### src/rtl/led_breath_pkg.sv
// Shared definitions for LED blocks: phase encodings and counter widths.
package led_breath_pkg;

    typedef enum logic [1:0] {
        PHASE_UP      = 2'd0,
        PHASE_HOLD_HI = 2'd1,
        PHASE_DOWN    = 2'd2,
        PHASE_HOLD_LO = 2'd3
    } phase_e;

    localparam int HOLD_CNT_BITS = 16;

endpackage

### src/rtl/led_breath_if.sv
// Control/status bundle between the tick source, the breathing block and the LED pin.
interface led_breath_if #(
    parameter int PWM_BITS = 8
);
    logic                tick;
    logic                enable;
    logic                led_o;
    logic [PWM_BITS-1:0] level_o;
    logic [1:0]          phase_o;

    modport master (output tick, output enable, input led_o, input level_o, input phase_o);
    modport slave  (input tick, input enable, output led_o, output level_o, output phase_o);
endinterface

### src/rtl/led_pwm.sv
// Free-running PWM: duty is latched only at the period boundary so a mid-period
// level change never produces a runt pulse; clr blanks the output at once.
module led_pwm #(
    parameter int PWM_BITS = 8
) (
    input  logic                clk,
    input  logic                rst_n,
    input  logic                clr,
    input  logic [PWM_BITS-1:0] duty_i,
    output logic                pwm_o
);
    localparam logic [PWM_BITS-1:0] CNT_MAX = '1;
    localparam logic [PWM_BITS-1:0] CNT_ONE = PWM_BITS'(1);

    logic [PWM_BITS-1:0] r_cnt;
    logic [PWM_BITS-1:0] r_duty;
    logic                r_pwm;
    logic                w_lit;

    assign w_lit = (r_cnt < r_duty);

    always_ff @(posedge clk or negedge rst_n) begin
        if (!rst_n) begin
            r_cnt  <= '0;
            r_duty <= '0;
            r_pwm  <= 1'b0;
        end else begin
            r_cnt <= r_cnt + CNT_ONE;
            if (clr) begin
                r_duty <= '0;
            end else if (r_cnt == CNT_MAX) begin
                r_duty <= duty_i;
            end
            r_pwm <= w_lit & ~clr;
        end
    end

    assign pwm_o = r_pwm;
endmodule

### src/rtl/led_breath.sv
// Breathing LED: ramp up, hold, ramp down, hold; one step per enabled tick,
// brightness rendered by led_pwm and polarity applied at the pin.
module led_breath
    import led_breath_pkg::*;
#(
    parameter int PWM_BITS       = 8,
    parameter int HOLD_TICKS     = 16,
    parameter int LED_ACTIVE_LOW = 1
) (
    input logic        clk,
    input logic        rst_n,
    led_breath_if.slave bus
);
    localparam logic [PWM_BITS-1:0]      LVL_ONE   = PWM_BITS'(1);
    localparam logic [PWM_BITS-1:0]      LVL_TOP   = {{(PWM_BITS-1){1'b1}}, 1'b0};
    localparam logic [HOLD_CNT_BITS-1:0] HOLD_LAST = HOLD_CNT_BITS'(HOLD_TICKS - 1);
    localparam logic [HOLD_CNT_BITS-1:0] HOLD_ONE  = HOLD_CNT_BITS'(1);
    localparam logic                     POL       = (LED_ACTIVE_LOW != 0);

    phase_e                   r_phase, w_phase_next;
    logic [PWM_BITS-1:0]      r_level, w_level_next;
    logic [HOLD_CNT_BITS-1:0] r_hold_cnt, w_hold_next;
    logic                     w_pwm;

    always_ff @(posedge clk or negedge rst_n) begin
        if (!rst_n) begin
            r_phase    <= PHASE_HOLD_LO;
            r_level    <= '0;
            r_hold_cnt <= '0;
        end else begin
            r_phase    <= w_phase_next;
            r_level    <= w_level_next;
            r_hold_cnt <= w_hold_next;
        end
    end

    // Ramps end one step early on purpose, so level saturates at 0/MAX without wrapping.
    always_comb begin
        w_phase_next = r_phase;
        w_level_next = r_level;
        w_hold_next  = r_hold_cnt;
        if (!bus.enable) begin
            w_phase_next = PHASE_HOLD_LO;
            w_level_next = '0;
            w_hold_next  = '0;
        end else if (bus.tick) begin
            case (r_phase)
                PHASE_UP: begin
                    w_level_next = r_level + LVL_ONE;
                    if (r_level == LVL_TOP) begin
                        w_phase_next = PHASE_HOLD_HI;
                        w_hold_next  = '0;
                    end
                end
                PHASE_HOLD_HI: begin
                    if (r_hold_cnt == HOLD_LAST) begin
                        w_phase_next = PHASE_DOWN;
                        w_hold_next  = '0;
                    end else begin
                        w_hold_next = r_hold_cnt + HOLD_ONE;
                    end
                end
                PHASE_DOWN: begin
                    w_level_next = r_level - LVL_ONE;
                    if (r_level == LVL_ONE) begin
                        w_phase_next = PHASE_HOLD_LO;
                        w_hold_next  = '0;
                    end
                end
                PHASE_HOLD_LO: begin
                    if (r_hold_cnt == HOLD_LAST) begin
                        w_phase_next = PHASE_UP;
                        w_hold_next  = '0;
                    end else begin
                        w_hold_next = r_hold_cnt + HOLD_ONE;
                    end
                end
                default: begin
                    w_phase_next = PHASE_HOLD_LO;
                end
            endcase
        end
    end

    led_pwm #(
        .PWM_BITS (PWM_BITS)
    ) u_pwm (
        .clk    (clk),
        .rst_n  (rst_n),
        .clr    (~bus.enable),
        .duty_i (r_level),
        .pwm_o  (w_pwm)
    );

    assign bus.led_o   = w_pwm ^ POL;
    assign bus.level_o = r_level;
    assign bus.phase_o = r_phase;
endmodule
### src/flat_wrapper.sv
// flat-port wrapper written by rule: the top's interface ports become plain ports
module led_breath_flat import led_breath_pkg::*;
#(
    parameter int PWM_BITS       = 8,
    parameter int HOLD_TICKS     = 16,
    parameter int LED_ACTIVE_LOW = 1
)
  (clk, rst_n, bus_tick, bus_enable, bus_led_o, bus_level_o, bus_phase_o);
  led_breath_if #(.PWM_BITS(PWM_BITS)) bus_i ();
  input logic clk;
  input logic rst_n;
  input wire logic [$bits(bus_i.tick)-1:0] bus_tick;
  input wire logic [$bits(bus_i.enable)-1:0] bus_enable;
  output wire logic [$bits(bus_i.led_o)-1:0] bus_led_o;
  output wire logic [$bits(bus_i.level_o)-1:0] bus_level_o;
  output wire logic [$bits(bus_i.phase_o)-1:0] bus_phase_o;
  assign bus_i.tick = bus_tick;
  assign bus_i.enable = bus_enable;
  assign bus_led_o = bus_i.led_o;
  assign bus_level_o = bus_i.level_o;
  assign bus_phase_o = bus_i.phase_o;
  led_breath #(.PWM_BITS(PWM_BITS), .HOLD_TICKS(HOLD_TICKS), .LED_ACTIVE_LOW(LED_ACTIVE_LOW)) u_core (.clk(clk), .rst_n(rst_n), .bus(bus_i));
endmodule
### config.mk
export PLATFORM = sky130hd
export DESIGN_NAME = led_breath_flat
export DESIGN_NICKNAME = d
export VERILOG_FILES = /design/src/rtl/led_breath_pkg.sv /design/src/rtl/led_breath_if.sv /design/src/rtl/led_pwm.sv /design/src/rtl/led_breath.sv /design/src/flat_wrapper.sv
export SDC_FILE = /design/constraint.sdc
export NUM_CORES = 1
export LEC_CHECK = 0
export CAP_MARGIN = 20
export CORE_MARGIN = 2
export CORE_UTILIZATION = 43
export DETAILED_ROUTE_END_ITERATION = 6
export HOLD_SLACK_MARGIN = 0.08
export SLEW_MARGIN = 20
export SYNTH_ARGS = -nofsm -noshare
export SYNTH_HDL_FRONTEND = slang
export SYNTH_HIERARCHICAL = 1
export SYNTH_SLANG_ARGS = --single-unit
### constraint.sdc
create_clock -name clk -period 5.25 [get_ports clk]
set_input_delay 1.05 -clock clk [delete_from_list [all_inputs] [get_ports clk]]
set_output_delay 1.05 -clock clk [all_outputs]
set_load 0.05 [all_outputs]
==> impl_metrics.ini <==
[outcome]
outcome = completed

[cells_and_area]
final_common_cell = dfrtp_1
diodes = 0
syn_to_final_growth_pct = 10.9
drive_above_1_share = 0.0899
fillers = 555
layout_common_cells = dfrtp_1, nand2b_1, ha_1
nNetsFinal = 300

[grt]
antenna_found_initial = 0
grt_pass1_wl_um = 8690
grt_pass1_vias = 1757
grt_start_max_net_pins = 44
gr-total-overflow = 0
track_usage = 0.169

[critical_path]
critPathTopFamily = compound AO/OA/AOI/OAI gates
crit_buf_inv = 1
cp-start-kind = primary input
cp.required_ns = 5.44
max_stage_delay_ns = 0.55
endpoint_kind = register
crit_arrival_ns = 2.97
crit_type = primary input to register
cp_cell_sequence = clkdlybuf4s50_1 -> or4bb_1 -> o221ai_4 -> o21ai_2 -> a21o_1 -> a22o_1
crit_slowest_cell = or4bb_1
crit_fanout = 15

[pwr]
p_leak_nw = 1.22
power.density_nw_per_um2 = 352
max-vdd-ir-drop_mv = 0.277

[placed_design]
gp_congestion = 0.784
place_hpwl_um = 3610
io_buffers = 14
post-place-ws_ns = 2.17

[synthesis]
synth_nets = 286
synth_mux_area_frac = 0.0381
synth_cell_types = 55
synth_compound_area_frac = 0.148
synth_adder_area_share = 0.0858
yosysWarnings = 6
synth-xor-area-share = 0.0434
synth_top_family_by_area = simple AND/OR/NAND/NOR gates
synth_seq_area_share = 0.411
synth-simple-area-share = 0.237
synth-seq-cells = 43
syn_avg_cell_area_um2 = 9.94
synth-edff-count = 0
synth_area_um2 = 2620
async_flop_share = 1.00
ys.flop_type = dfrtp_1
synth_cells = 264

[hold_path]
hold_path_class = register to register

[clocking]
clkTransAtPathRegs_ns = 0.08
h-tree-depth = 2
cts_max_path_buffers = 2
cts_made_buffers = 5
insertion_delay_ns = 0.29
cts_setup_buffers = 0
tritoncts = done
cts-hold-fix-buffers = 0
ctsResizeCount = 0
root_buffer = clkbuf_8
clock-sinks = 43

[timing]
fmax_ghz = 0.359
tightest_slew_ns = 0.693
setup_viol = 0
period_share = 0.530
fin_worst_skew_ns = 0.00902
layout_setup_ws_ns = 2.47
final.min_clock_period_ns = 2.78
maxSlewHeadroom = 0.538
hold_viol = 0
fin_tns_setup_ns = 0
rsz0062_at_grt = no
slew_viol_final = 0

[run]
cap_violations = 0

[floorplanning]
num_rows = 28
dieArea_um2 = 6740
die_y_um = 82.1
io_pins = 15
fp.dieW_um = 82.1
start_util = 0.443
coreArea_um2 = 5920

[detailed_routing]
drc = 0
drtIter0Drc = 141
avgRoutedWirePerCell_um = 14.7
drt_pass1_iterations = 4
wl_um = 5200
via_per_inst = 5.49
via_count = 1937
antenna_left = 0
## state kept, by name, indices dropped and copies added, names as in the netlist
signal               flops
u_core/u_pwm/r_cnt       8
u_core/r_hold_cnt       16
u_core/bus.level_o       8
u_core/u_pwm/r_duty      8
u_core/bus.phase_o       2
u_core/u_pwm/pwm_o       1
## logic make-up after synthesis
kind of cell    Yosys count
compound gates           50
xor+xnor                 13
buf+inv                  24
mux                      10
flops                    43
fa+ha+maj                18
simple gates            106
## where the power goes
group	total, W	internal [W]	switching, W	leakage (nW)
Sequential	0.000416	0.000364	0.0000514	0.576
Combinational	0.000396	0.000147	0.000249	0.598
Clock	0.000212	0.000103	0.000109	0.0470
Total	0.00102	0.000615	0.000409	1.22
## worst paths after layout
kind                                                   start                                 to  slack [ns]  cells after the start
max                                                 bus_tick   u_core/r_hold_cnt[7]$_DFFE_PN0P_        2.47                      6
min                          u_core/u_pwm/r_cnt[0]$_DFF_PN0_    u_core/u_pwm/r_cnt[0]$_DFF_PN0_        0.51                      1
max reg2reg                u_core/bus.phase_o[1]$_DFFE_PN1P_  u_core/bus.level_o[5]$_DFFE_PN0P_        2.89                      6
min reg2reg                  u_core/u_pwm/r_cnt[0]$_DFF_PN0_    u_core/u_pwm/r_cnt[0]$_DFF_PN0_        0.51                      1
max in group asynchronous                              rst_n    u_core/u_pwm/r_cnt[3]$_DFF_PN0_        4.11                      1
min in group asynchronous                              rst_n   u_core/r_hold_cnt[9]$_DFFE_PN0P_        0.75                      1
## layout make-up
class | count | area [um^2] | share of cell area
clock buffer | 6 | 82.6 | 0.0284
inverter | 17 | 63.8 | 0.0219
tap | 75 | 93.8 | 0.0322
timing repair buffer | 14 | 138 | 0.0473
sequential | 43 | 1080 | 0.371
multi-input combinational | 197 | 1450 | 0.498
clock inverter | 1 | 5.00 | 0.00172
## per-layer routing
metal,global-route usage,vias to the layer above,wire length (um)
li1,-,968,-
met1,0.252,918,2640
met2,0.242,44,2290
met3,0.0391,7,202
met4,0.0533,0,67
met5,0,-,0
## metrics by stage
step	hold WS [ns]	area (um^2)	total power, W	utilization	cells
global placement	0.503	2820	0.000817	0.476	346
detailed placement	0.509	2820	0.000818	0.476	346
floorplan	0.462	2620	0.000713	-	264
finish	0.513	2910	0.00102	0.492	353
CTS	0.522	2910	0.00104	0.491	353
global route	0.555	2910	0.00109	0.492	353
## cell usage after synthesis (5+ instances only)
master	n	share of area
nand2_1	17	0.024
nor4_1	5	0.012
xor2_1	9	0.030
nand2b_1	19	0.045
nand3_1	11	0.021
ha_1	18	0.086
nor2_1	17	0.024
nor3_1	5	0.0095
a22o_1	6	0.020
and3_1	5	0.012
o21ai_0	14	0.027
inv_1	16	0.023
mux2i_1	10	0.038
dfrtp_1	41	0.39
Note: power is estimated with default switching activity, not from simulation.
==> RTL edit 1: new RTL, same flow settings <==
`HOLD_TICKS` is set to 16 in 2 places; all go to 8.
--- a/src/rtl/led_breath.sv
+++ b/src/rtl/led_breath.sv
@@ -5,5 +5,5 @@
 #(
     parameter int PWM_BITS       = 8,
-    parameter int HOLD_TICKS     = 16,
+    parameter int HOLD_TICKS     = 8,
     parameter int LED_ACTIVE_LOW = 1
 ) (
--- a/src/flat_wrapper.sv
+++ b/src/flat_wrapper.sv
@@ -3,5 +3,5 @@
 #(
     parameter int PWM_BITS       = 8,
-    parameter int HOLD_TICKS     = 16,
+    parameter int HOLD_TICKS     = 8,
     parameter int LED_ACTIVE_LOW = 1
 )
Behaviour: not the same (Yosys sat finds a counterexample within 10 cycles, from zero or initial values and one cycle with rst_n low).
==> RTL edit 1 against the original RTL <==
Sequential cell count stayed put; largest cell class unchanged; power is 3.4% higher; routed wire length is 1.6% lower; sequential share of layout area is 0.11 points higher; setup slack worse by 0.055 ns; final area is 0.30% lower; critical path type unchanged; combinational power is 3% lower; area after synthesis is 1.6% lower; non-clock buffer count is 1 higher; global-route usage is 0.20 points lower.
==> RTL edit 1: results (changes against the original RTL) <==
| Metric | Value |
|---|---|
| Headroom to the max-slew limit | `35.7% (was 53.8%)` |
| Min-delay worst type | `flip-flop to flip-flop (unchanged)` |
| CP Max Fanout | `21 (was 15)` |
| Sequential area share after synthesis | `41.8% (was 41.1%)` |
| # nets final | `299 (was 300)` |
| R2R setup slack | `2.70 ns (was 2.89 ns)` |
| Post-synth top cells | `dfrtp_1 (41), nand2_1 (25), nand2b_1 (21) (was dfrtp_1 (41), nand2b_1 (19), ha_1 (18))` |
| Vias | `1,910 (was 1,937)` |
| DP Area | `0.00279 mm^2 (was 0.00282 mm^2)` |
| DP Cell Count | `345 (was 346)` |
| Synth area leaders | `dfrtp_1 (40%), ha_1 (8.7%), nand2b_1 (5.1%) (was dfrtp_1 (39%), ha_1 (8.6%), nand2b_1 (4.5%))` |
| Static Leak | `1.18 nW (was 1.22 nW)` |
| Global-route wire length before repair | `8.67 mm (was 8.69 mm)` |
| Min Tclk post-route | `2.84 ns (was 2.78 ns)` |
| Number of global-route vias before repair | `1,842 (was 1,757)` |
| Cell variety after synth | `51 (was 55)` |
| Capturing point of the worst reg2reg path | `u_core/r_hold_cnt[7] (was u_core/bus.level_o[5])` |
| WL final | `5.12 mm (was 5.20 mm)` |
| Power per cell area | `365 mW/mm^2 (was 352 mW/mm^2)` |
| Hold Slack | `0.505 ns (was 0.513 ns)` |
| CP max stage cell | `clkdlybuf4s50_1 (was or4bb_1)` |
| Global-route usage over all layers | `16.7% (was 16.9%)` |
| Iter 0 DRT Violations | `101 (was 141)` |
| Syn Area/Cell | `9.82 um^2 (was 9.94 um^2)` |
| Clk_skew | `0.00512 ns (was 0.00902 ns)` |
| CP top delay family | `buffers and inverters (was compound AO/OA/AOI/OAI gates)` |
| Peak VDD IR | `263 uV (was 277 uV)` |
| Layout cells sized above 1 | `6.83% (was 8.99%)` |
| Sw frac | `37.7% (was 39.9%)` |
| Wire per inst | `14.5 um (was 14.7 um)` |
| Synthesized Nets | `285 (was 286)` |
| Startpoint of the worst register-to-register path | `u_core/bus.level_o[4] (was u_core/bus.phase_o[1])` |
| Pre-CTS setup slack | `2.07 ns (was 2.17 ns)` |
| Worst EP arrival | `3.01 ns (was 2.97 ns)` |
| Final HPWL DP | `3.44 mm (was 3.61 mm)` |
| Status | `finished, final reports clean (unchanged)` |
[RTL edit 1: cells by family after synthesis]
| group | count (synthesis) | share of synthesized area, % |
|---|---|---|
| AO/OA/AOI/OAI | 55 | 15.4 |
| adder cells (fa/ha/maj) | 18 | 8.72 |
| multiplexers | 10 | 3.88 |
| flip-flops | 43 | 41.8 |
| XOR/XNOR | 13 | 4.41 |
| buffers and inverters | 25 | 3.63 |
| AND/OR/NAND/NOR | 99 | 22.2 |
[RTL edit 1: power groups by stage]
stage / combinational [mW] / clock (mW) / sequential (mW)
floorplan: 0.216 / 0 / 0.484
global placement: 0.382 / 0 / 0.421
global route: 0.419 / 0.280 / 0.424
detailed placement: 0.386 / 0 / 0.422
CTS: 0.387 / 0.268 / 0.415
finish: 0.384 / 0.259 / 0.415
[RTL edit 1: worst min-delay path by stage]
stage,from,to,cells after the start
floorplan,u_core/u_pwm/r_cnt[0],u_core/u_pwm/r_cnt[0],1
global placement,u_core/u_pwm/r_cnt[0],u_core/u_pwm/r_cnt[0],1
detailed placement,u_core/u_pwm/r_cnt[0],u_core/u_pwm/r_cnt[0],1
CTS,u_core/u_pwm/r_cnt[0],u_core/u_pwm/r_cnt[0],1
global route,u_core/u_pwm/r_cnt[0],u_core/u_pwm/r_cnt[0],1
finish,u_core/u_pwm/r_cnt[0],u_core/u_pwm/r_cnt[0],1
[RTL edit 1: per-layer routing]
layer  vias up  wire length, um  global-route usage [%]
li1        972                -                       -
met3         2               99                    3.41
met4         0               33                    4.24
met1       917             2550                    22.3
met5         -                0                       0
met2        19             2440                    27.8
[RTL edit 1: area by class of cell]
type	count	area (um^2)
Timing Repair Buffer	15	143
Multi-Input combinational cell	195	1410
Clock inverter	3	43.8
Clock buffer	5	68.8
Sequential cell	43	1080
Fill cell	542	2950
Inverter	17	63.8
Tap cell	75	93.8
==> RTL edit 2: new RTL, same settings <==
Without the edit above. Remove the case item `PHASE_HOLD_LO` of the case on `r_phase`.
--- a/src/rtl/led_breath.sv
+++ b/src/rtl/led_breath.sv
@@ -68,12 +68,4 @@
                     end
                 end
-                PHASE_HOLD_LO: begin
-                    if (r_hold_cnt == HOLD_LAST) begin
-                        w_phase_next = PHASE_UP;
-                        w_hold_next  = '0;
-                    end else begin
-                        w_hold_next = r_hold_cnt + HOLD_ONE;
-                    end
-                end
                 default: begin
                     w_phase_next = PHASE_HOLD_LO;
Function: no difference found for any inputs over 10 cycles, from zero or initial values and one cycle with rst_n low; that may be too few to reach the edited logic, so the function may still have changed.
==> RTL edit 2 against the original RTL <==
Final area decreased by 2.2%; setup slack got worse by 0.29 ns; area after synthesis shrank 1.9%; sequential cell count stayed put; routed wire length fell by 2.9%; register-to-register slack worse by 0.04 ns; first-iteration DRC count fell by 22%; critical path type unchanged.
Power is not compared: it rests on default switching activity, and its combinational part moved more than twofold at a synthesized area within 25%.
==> RTL edit 2: results (changes against the original RTL) <==
| Metric | Value |
|---|---|
| Drt first pass iters | `4 (unchanged)` |
| Via-per-instance ratio | `5.37 (was 5.49)` |
| Post-synth top cells | `dfrtp_1 (41), nand2_1 (23), nand2b_1 (21) (was dfrtp_1 (41), nand2b_1 (19), ha_1 (18))` |
| Layout cells sized above 1 | `6.32% (was 8.99%)` |
| RePlAce Congestion | `0.811 (was 0.784)` |
| Met2 routed WL | `2.15 mm (was 2.29 mm)` |
| Number of global-route vias before repair | `1,819 (was 1,757)` |
| Synth area leaders | `dfrtp_1 (40%), ha_1 (8.3%), nand2b_1 (5.1%) (was dfrtp_1 (39%), ha_1 (8.6%), nand2b_1 (4.5%))` |
| Status | `finished, final reports clean (unchanged)` |
| CTS resizes | `0 (unchanged)` |
| Diodes inserted | `0 (unchanged)` |
| Clk_skew | `0.00598 ns (was 0.00902 ns)` |
| Peak VDD IR | `101 uV` |
| Fillers | `551 (was 555)` |
| Cell variety after synth | `50 (was 55)` |
| Headroom to the max-slew limit | `58.6% (was 53.8%)` |
| CP Max Fanout | `13 (was 15)` |
| Global-route wire length before repair | `8.77 mm (was 8.69 mm)` |
| CP max stage cell | `clkdlybuf4s50_1 (was or4bb_1)` |
| Final HPWL DP | `3.43 mm (was 3.61 mm)` |
| Synthesized Nets | `292 (was 286)` |
| # nets final | `305 (was 300)` |
| M1 WL | `2.73 mm (was 2.64 mm)` |
| WL final | `5.05 mm (was 5.20 mm)` |
| CP peak stage delay | `0.67 ns (was 0.55 ns)` |
| Global-route usage over all layers | `17.0% (was 16.9%)` |
| R2R setup slack | `2.85 ns (was 2.89 ns)` |
| Iter 0 DRT Violations | `110 (was 141)` |
| Met3 wire len | `108 um (was 202 um)` |
| Pin count of the biggest net entering global routing | `44 (unchanged)` |
| Sequential area share after synthesis | `41.9% (was 41.1%)` |
| Hold Slack | `0.505 ns (was 0.513 ns)` |
| Int Pwr | `429 uW` |
[RTL edit 2: cell types whose count changed in the layout (fill, tap and decap cells not counted), sizes merged, moves of 4 or more]
cell,delta
and3,-4
nor3,+5
nand2,+4
o21ai,+4
a22o,-6
nor2,-7
[RTL edit 2: layout make-up]
cell class	count	area share, %
clock buffers	7	2.68
clock inverters	1	0.176
inverters	19	2.51
multi-input cells	200	48.3
flip-flops and latches	43	37.9
well taps	75	3.30
repair buffers	15	5.10
[RTL edit 2: path summary, 6_finish.rpt]
| check | from | to | depth (start not counted) |
|---|---|---|---|
| max | bus_enable | u_core/r_hold_cnt[3] | 5 |
| min | u_core/u_pwm/r_cnt[0] | u_core/u_pwm/r_cnt[0] | 1 |
| max reg2reg | u_core/bus.level_o[4] | u_core/r_hold_cnt[2] | 5 |
| min reg2reg | u_core/u_pwm/r_cnt[0] | u_core/u_pwm/r_cnt[0] | 1 |
| max in group asynchronous | rst_n | u_core/u_pwm/r_duty[5] | 1 |
| min in group asynchronous | rst_n | u_core/r_hold_cnt[11] | 1 |
[RTL edit 2: metrics by stage]
step / instances / instance area, um^2 / setup WS, ns / total power [mW]
after global placement: 352 / 2760 / 1.94 / 0.356
after global routing: 360 / 2850 / 1.87 / 0.579
after floorplan: 271 / 2570 / 2.85 / 0.346
after detailed placement: 352 / 2760 / 1.85 / 0.356
final: 360 / 2850 / 2.17 / 0.550
after CTS: 360 / 2840 / 2.18 / 0.558
[RTL edit 2: worst max-delay path, delay by kind of cell]
| family | cells | cell delay, ns |
|---|---|---|
| AND/OR/NAND/NOR | 3 | 1.24 |
| buffers and inverters | 1 | 0.67 |
| AO/OA/AOI/OAI | 1 | 0.31 |
[RTL edit 2: power by group through the flow]
stage	registers, mW	clock network (mW)	logic [mW]
6_report	0.331	0.201	0.0181
2_1_floorplan	0.338	0	0.00842
3_5_place_dp	0.337	0	0.0186
4_1_cts	0.331	0.208	0.0186
3_3_place_gp	0.337	0	0.0187
5_1_grt	0.331	0.227	0.0211
[RTL edit 2: logic make-up after synthesis]
family	Yosys count	share of synthesized area, %
AOI/OAI and AO/OA	55	14.5
xor gates and xnor gates	13	4.42
adders and majority gates	17	8.26
buffers and inverters	28	4.71
DFF	43	41.9
muxes	9	3.50
and+or+nand+nor	106	22.7
[RTL edit 2: metal layers]
layer | track usage [%] | vias up
met1 | 25.7 | 906
li1 | - | 995
met2 | 23.9 | 26
met3 | 3.67 | 6
met5 | 0 | -
met4 | 5.25 | 0
